File: config.mk
export PLATFORM = sky130hd
export DESIGN_NAME = jtframe_sdram_arbiter
export DESIGN_NICKNAME = d
export VERILOG_FILES = /design/src/rtl/jtframe_sdram_arbiter.sv
export SDC_FILE = /design/constraint.sdc
export NUM_CORES = 1
export LEC_CHECK = 0
export CORE_MARGIN = 1.5
export CORE_UTILIZATION = 42
export DETAILED_ROUTE_END_ITERATION = 10
export PLACE_DENSITY = 0.89
export SYNTH_ARGS = -nofsm -noshare
export SYNTH_HDL_FRONTEND = slang
export SYNTH_SLANG_ARGS = --single-unit
File: constraint.sdc
create_clock -name clk -period 4.9 [get_ports clk]
set_clock_uncertainty 0.05 [all_clocks]
set_input_delay 0.49 -clock clk [delete_from_list [all_inputs] [get_ports clk]]
set_output_delay 0.49 -clock clk [all_outputs]
set_load 0.02 [all_outputs]
File: src/rtl/jtframe_sdram_arbiter.sv
// Round-robin arbiter sharing one SDRAM read port among NSLOT ROM requesters, one read in flight.
// Grant is registered (sdram_req one cycle after slot_req); stalls on sdram_ack/data_rdy, watchdog aborts stuck reads.
module jtframe_sdram_arbiter #(
  parameter int NSLOT = 4,
  parameter int AW    = 22,
  parameter int TOUT  = 255
) (
  input  logic               clk,
  input  logic               rst,
  input  logic               downloading,
  input  logic               loop_rst,
  input  logic [NSLOT-1:0]   slot_req,
  input  logic [NSLOT*AW-1:0] slot_addr,
  input  logic [NSLOT*2-1:0] slot_bank,
  output logic [NSLOT-1:0]   slot_ack,
  output logic [NSLOT-1:0]   slot_dok,
  output logic [31:0]        slot_data,
  output logic               sdram_req,
  output logic [AW-1:0]      sdram_addr,
  output logic [1:0]         sdram_bank,
  input  logic               sdram_ack,
  input  logic [31:0]        data_read,
  input  logic               data_rdy,
  output logic               timeout
);

  localparam int              PW   = $clog2(NSLOT);
  localparam logic [7:0]      TLIM = 8'(TOUT - 1);
  localparam logic [PW-1:0]   LAST = PW'(NSLOT - 1);

  typedef enum logic [1:0] {IDLE, REQ, WAIT, DONE} state_t;

  state_t           st;
  logic [PW-1:0]    ptr, gnt, sel, idx, nxt;
  logic             sel_vld;
  logic [7:0]       wdog;
  logic [NSLOT-1:0] gnt_oh;
  logic [AW-1:0]    addr_a [NSLOT];
  logic [1:0]       bank_a [NSLOT];

  for (genvar g = 0; g < NSLOT; g++) begin : g_unpack
    assign addr_a[g] = slot_addr[g*AW +: AW];
    assign bank_a[g] = slot_bank[g*2 +: 2];
  end

  assign gnt_oh = NSLOT'(1) << gnt;
  assign nxt    = (gnt == LAST) ? '0 : gnt + 1'b1;

  // Scan from the highest offset down so the slot closest above ptr wins.
  always_comb begin
    sel_vld = 1'b0;
    sel     = ptr;
    idx     = '0;
    for (int k = NSLOT-1; k >= 0; k--) begin
      idx = PW'((int'(ptr) + k) % NSLOT);
      if (slot_req[idx]) begin
        sel_vld = 1'b1;
        sel     = idx;
      end
    end
  end

  always_ff @(posedge clk) begin
    if (rst || loop_rst) begin
      st         <= IDLE;
      sdram_req  <= 1'b0;
      sdram_addr <= '0;
      sdram_bank <= '0;
      slot_ack   <= '0;
      slot_dok   <= '0;
      slot_data  <= '0;
      ptr        <= '0;
      gnt        <= '0;
      wdog       <= '0;
      if (rst) timeout <= 1'b0;
    end else begin
      slot_ack <= '0;
      slot_dok <= '0;
      case (st)
        IDLE: if (!downloading && sel_vld) begin
          gnt        <= sel;
          sdram_addr <= addr_a[sel];
          sdram_bank <= bank_a[sel];
          sdram_req  <= 1'b1;
          wdog       <= '0;
          st         <= REQ;
        end
        REQ: begin
          wdog <= wdog + 8'd1;
          if (sdram_ack) begin
            sdram_req <= 1'b0;
            slot_ack  <= gnt_oh;
            if (data_rdy) begin
              slot_data <= data_read;
              slot_dok  <= gnt_oh;
              st        <= DONE;
            end else begin
              st <= WAIT;
            end
          end else if (wdog == TLIM) begin
            sdram_req <= 1'b0;
            timeout   <= 1'b1;
            ptr       <= nxt;
            st        <= IDLE;
          end
        end
        WAIT: begin
          wdog <= wdog + 8'd1;
          if (data_rdy) begin
            slot_data <= data_read;
            slot_dok  <= gnt_oh;
            st        <= DONE;
          end else if (wdog == TLIM) begin
            timeout <= 1'b1;
            ptr     <= nxt;
            st      <= IDLE;
          end
        end
        DONE: begin
          ptr <= nxt;
          st  <= IDLE;
        end
        default: st <= IDLE;
      endcase
    end
  end

endmodule
==> out/qor.yml <==
place:
  dpl-instance-area_mm2: 0.00584
  hpwl_mm: 8.78
  portBuffers: 203
  place_congestion: 0.845
  dp.cells: 710
yosys:
  muxShareOfSynthArea_pct: 6.61
  synth-simple-area-share_pct: 19.3
  yosys_warnings: 0
  synth_top_family_by_area: "compound AO/OA/AOI/OAI gates"
  synth_nets: 577
  synth-seq-area-share_pct: 42.5
  synth-adder-area-share_pct: 3.63
  synth-seq-cells: 80
  synth.cell_area_mm2: 0.00379
  synth_compound_area_share_pct: 22.1
  synth_xor_area_share_pct: 0.925
  syn-instance-count: 428
  avgSynthCellArea_um2: 8.85
  yosysUniqueCellTypes: 40
grt:
  met1_usage_pct: 28.4
  grt_usage_pct: 24.2
  grt_util_met2_pct: 41.4
  grt_pass1_wl_mm: 19.1
  grt_pass1_vias: 3968
  gr-total-overflow: 0
  grt_antenna_before_repair: 0
  grt-busiest-layer: "met2"
  grt_start_max_net_pins: 50
  met3_usage_pct: 6.51
critical_path:
  crit_end: "sdram_addr[3]"
  startpoint_type: "input port"
  criticalPathCategory: "input port to flop"
  cp.arrival_ps: 2930
  cp-end-kind: "flop"
  r2r_start: "st[1]"
  critical_path.max_fanout: 49
  reg2reg_to: "slot_data[2]"
  reg2reg_setup_slack_ps: 2400
  rr_worst_depth: 6
  cp.required_ps: 5060
  startpoint: "slot_req[3]"
cts:
  hold_buffers: 0
  cts_sinks: 80
  clk_pin_slew_ps: 80
  cts_made_buffers: 9
  post_cts_buffers: 0
  cts_buffer_depth: 2
  cts_tree: "built"
  clk_latency_ps: 340
  ctsRootBufferMaster: "clkbuf_8"
  cts.repair.resized: 0
  htreeDepth: 3
detailed_routing:
  vias: 3952
  drc: 0
  first_iter_violations: 173
  ant_nets: 0
  drtPass1Iterations: 5
  wl_per_cell_um: 16.4
  viasPerCell: 5.44
  drt_wl_total_mm: 11.9
layout:
  area_delta_synth_final_pct: 58.8
  nFillCells: 683
  register_area_mm2: 0.00161
  drive_gt1_share_pct: 7.77
  instances_no_fill: 726
  multi_input_area_mm2: 0.00201
  diodes: 0
  nNetsFinal: 762
  fin_area_mm2: 0.00601
pwr:
  p_int_w: 0.000997
  p_sw_w: 0.000368
  power_w: 0.00137
  combPwrFrac_pct: 17.8
  cellPowerDensity_mw_per_mm2: 227
  seqPwrFrac_pct: 49.2
  power.share.switching_pct: 27.0
  vdd_drop_max_v: 0.000142
  power.leakage_nw: 2.11
  pwr-share-clk_pct: 33.1
floorplan:
  dieArea_mm2: 0.00960
  rows: 34
  fp.dieH_um: 98.0
  start_util_pct: 43.4
  coreArea_mm2: 0.00872
  fp.dieW_um: 98.0
  io_pins: 204
sta:
  fmax_mhz: 361
  finalSetupTns_ps: 0
  finalHoldViolations: 0
  finalCriticalPeriod_ps: 2770
  rsz0062_at_grt: "no"
  tightestPinTransition_ps: 1240
  finalHoldWorstSlack_ps: 407
  maxSlewHeadroom_pct: 17.1
  setup_violations: 0
  fin_crit_sh_pct: 56.5
  slew_viol_final: 0
worst_hold_path:
  hp-class: "flop to flop"
job:
  cap_violations: 0
status:
  status: "complete, no violations"
==> registers in the layout, summed over array words and instances (netlist names) <==
| register | cells |
|---|---|
| slot_data | 32 |
| sdram_addr | 22 |
| wdog | 8 |
| slot_ack | 4 |
| slot_dok | 4 |
| gnt | 2 |
| ptr | 2 |
| sdram_bank | 2 |
| st | 2 |
| sdram_req | 1 |
| timeout | 1 |
==> synth_stat cells, drive strengths merged <==
library cell	instances	area share, %
buf	9	1.8
a22oi	1	0.20
a32oi	25	5.8
nand3	28	3.7
o21ai	9	1.2
xnor2	4	0.92
nor4b	1	0.40
dfxtp	79	42
nor2b	4	0.66
ha	11	3.6
a21oi	43	5.7
edfxtp	1	0.79
o31ai	1	0.20
nor4	1	0.33
nand4	1	0.17
or3	6	1.1
and3	5	0.83
inv	10	0.99
o21a	3	0.59
a21o	1	0.20
o2111ai	1	0.23
or2	2	0.33
nor2	18	1.8
nand2b	3	0.50
and2	6	0.99
a2bb2oi	1	0.23
nand4b	1	0.23
nor3	5	0.79
o211ai	25	7.6
nand2	75	7.4
clkbuf	22	2.2
o31a	1	0.23
mux2i	25	6.6
==> metal layers <==
metal  wire length [µm]  vias up
met5                  0        -
met1               4670     1836
met4                369        0
met2               5910      184
met3                977       28
li1                   -     1904
==> cell families (layout without fill, tap and decap cells) <==
kind of cell	after synthesis	count (layout)
AO/OA/AOI/OAI	111	111
XOR/XNOR	4	4
adder cells (fa/ha/maj)	11	11
flip-flops	80	80
multiplexers	25	25
buffers and inverters	41	231
AND/OR/NAND/NOR	156	156
==> area by class of cell <==
cell class | instances | share of cell area [%]
sequential | 80 | 26.8
clock inverter | 7 | 0.895
inverter | 10 | 0.624
multi-input combinational | 307 | 33.3
clock buffer | 9 | 2.06
timing repair buffer | 205 | 34.0
tap | 108 | 2.25
==> cell usage in the layout, fill, tap and decap left out, drive strengths merged, types with 13 or more instances in the layout <==
cell           count
mux2i             25
dfxtp             79
a21oi             43
o211ai            25
a32oi             25
nor2              18
nand2             75
nand3             28
clkdlybuf4s50    203
inv               13
==> per-stage QoR <==
step / util [%] / worst slack, ps
after floorplan: - / 2990
after global placement: 66.9 / 1950
after detailed placement: 66.9 / 1820
after CTS: 69.0 / 2180
after global routing: 69.0 / 2030
final: 69.0 / 2130
==> how the worst min path moves through the flow <==
stage,start,end,depth (start not counted)
2_1_floorplan,ptr[0],ptr[0],2
3_3_place_gp,slot_data[18],slot_data[18],2
3_5_place_dp,slot_data[22],slot_data[22],2
4_1_cts,slot_data[22],slot_data[22],2
5_1_grt,slot_data[1],slot_data[1],2
6_report,slot_data[19],slot_data[19],2
==> critical path, cell delays in order <==
cell and delay, ps:
clkdlybuf4s50_1 510, or3_1 390, o2111ai_1 150, nand2_2 720, a32oi_1 520, o211ai_2 130
==> power by group through the flow <==
| stage | clock network, W | logic [W] | registers (W) |
|---|---|---|---|
| after floorplan | 0 | 0.0000772 | 0.000700 |
| after global placement | 0 | 0.000237 | 0.000686 |
| after detailed placement | 0 | 0.000241 | 0.000686 |
| after CTS | 0.000464 | 0.000243 | 0.000671 |
| after global routing | 0.000490 | 0.000259 | 0.000673 |
| final | 0.000451 | 0.000243 | 0.000671 |
(Power assumes the default switching activity.)
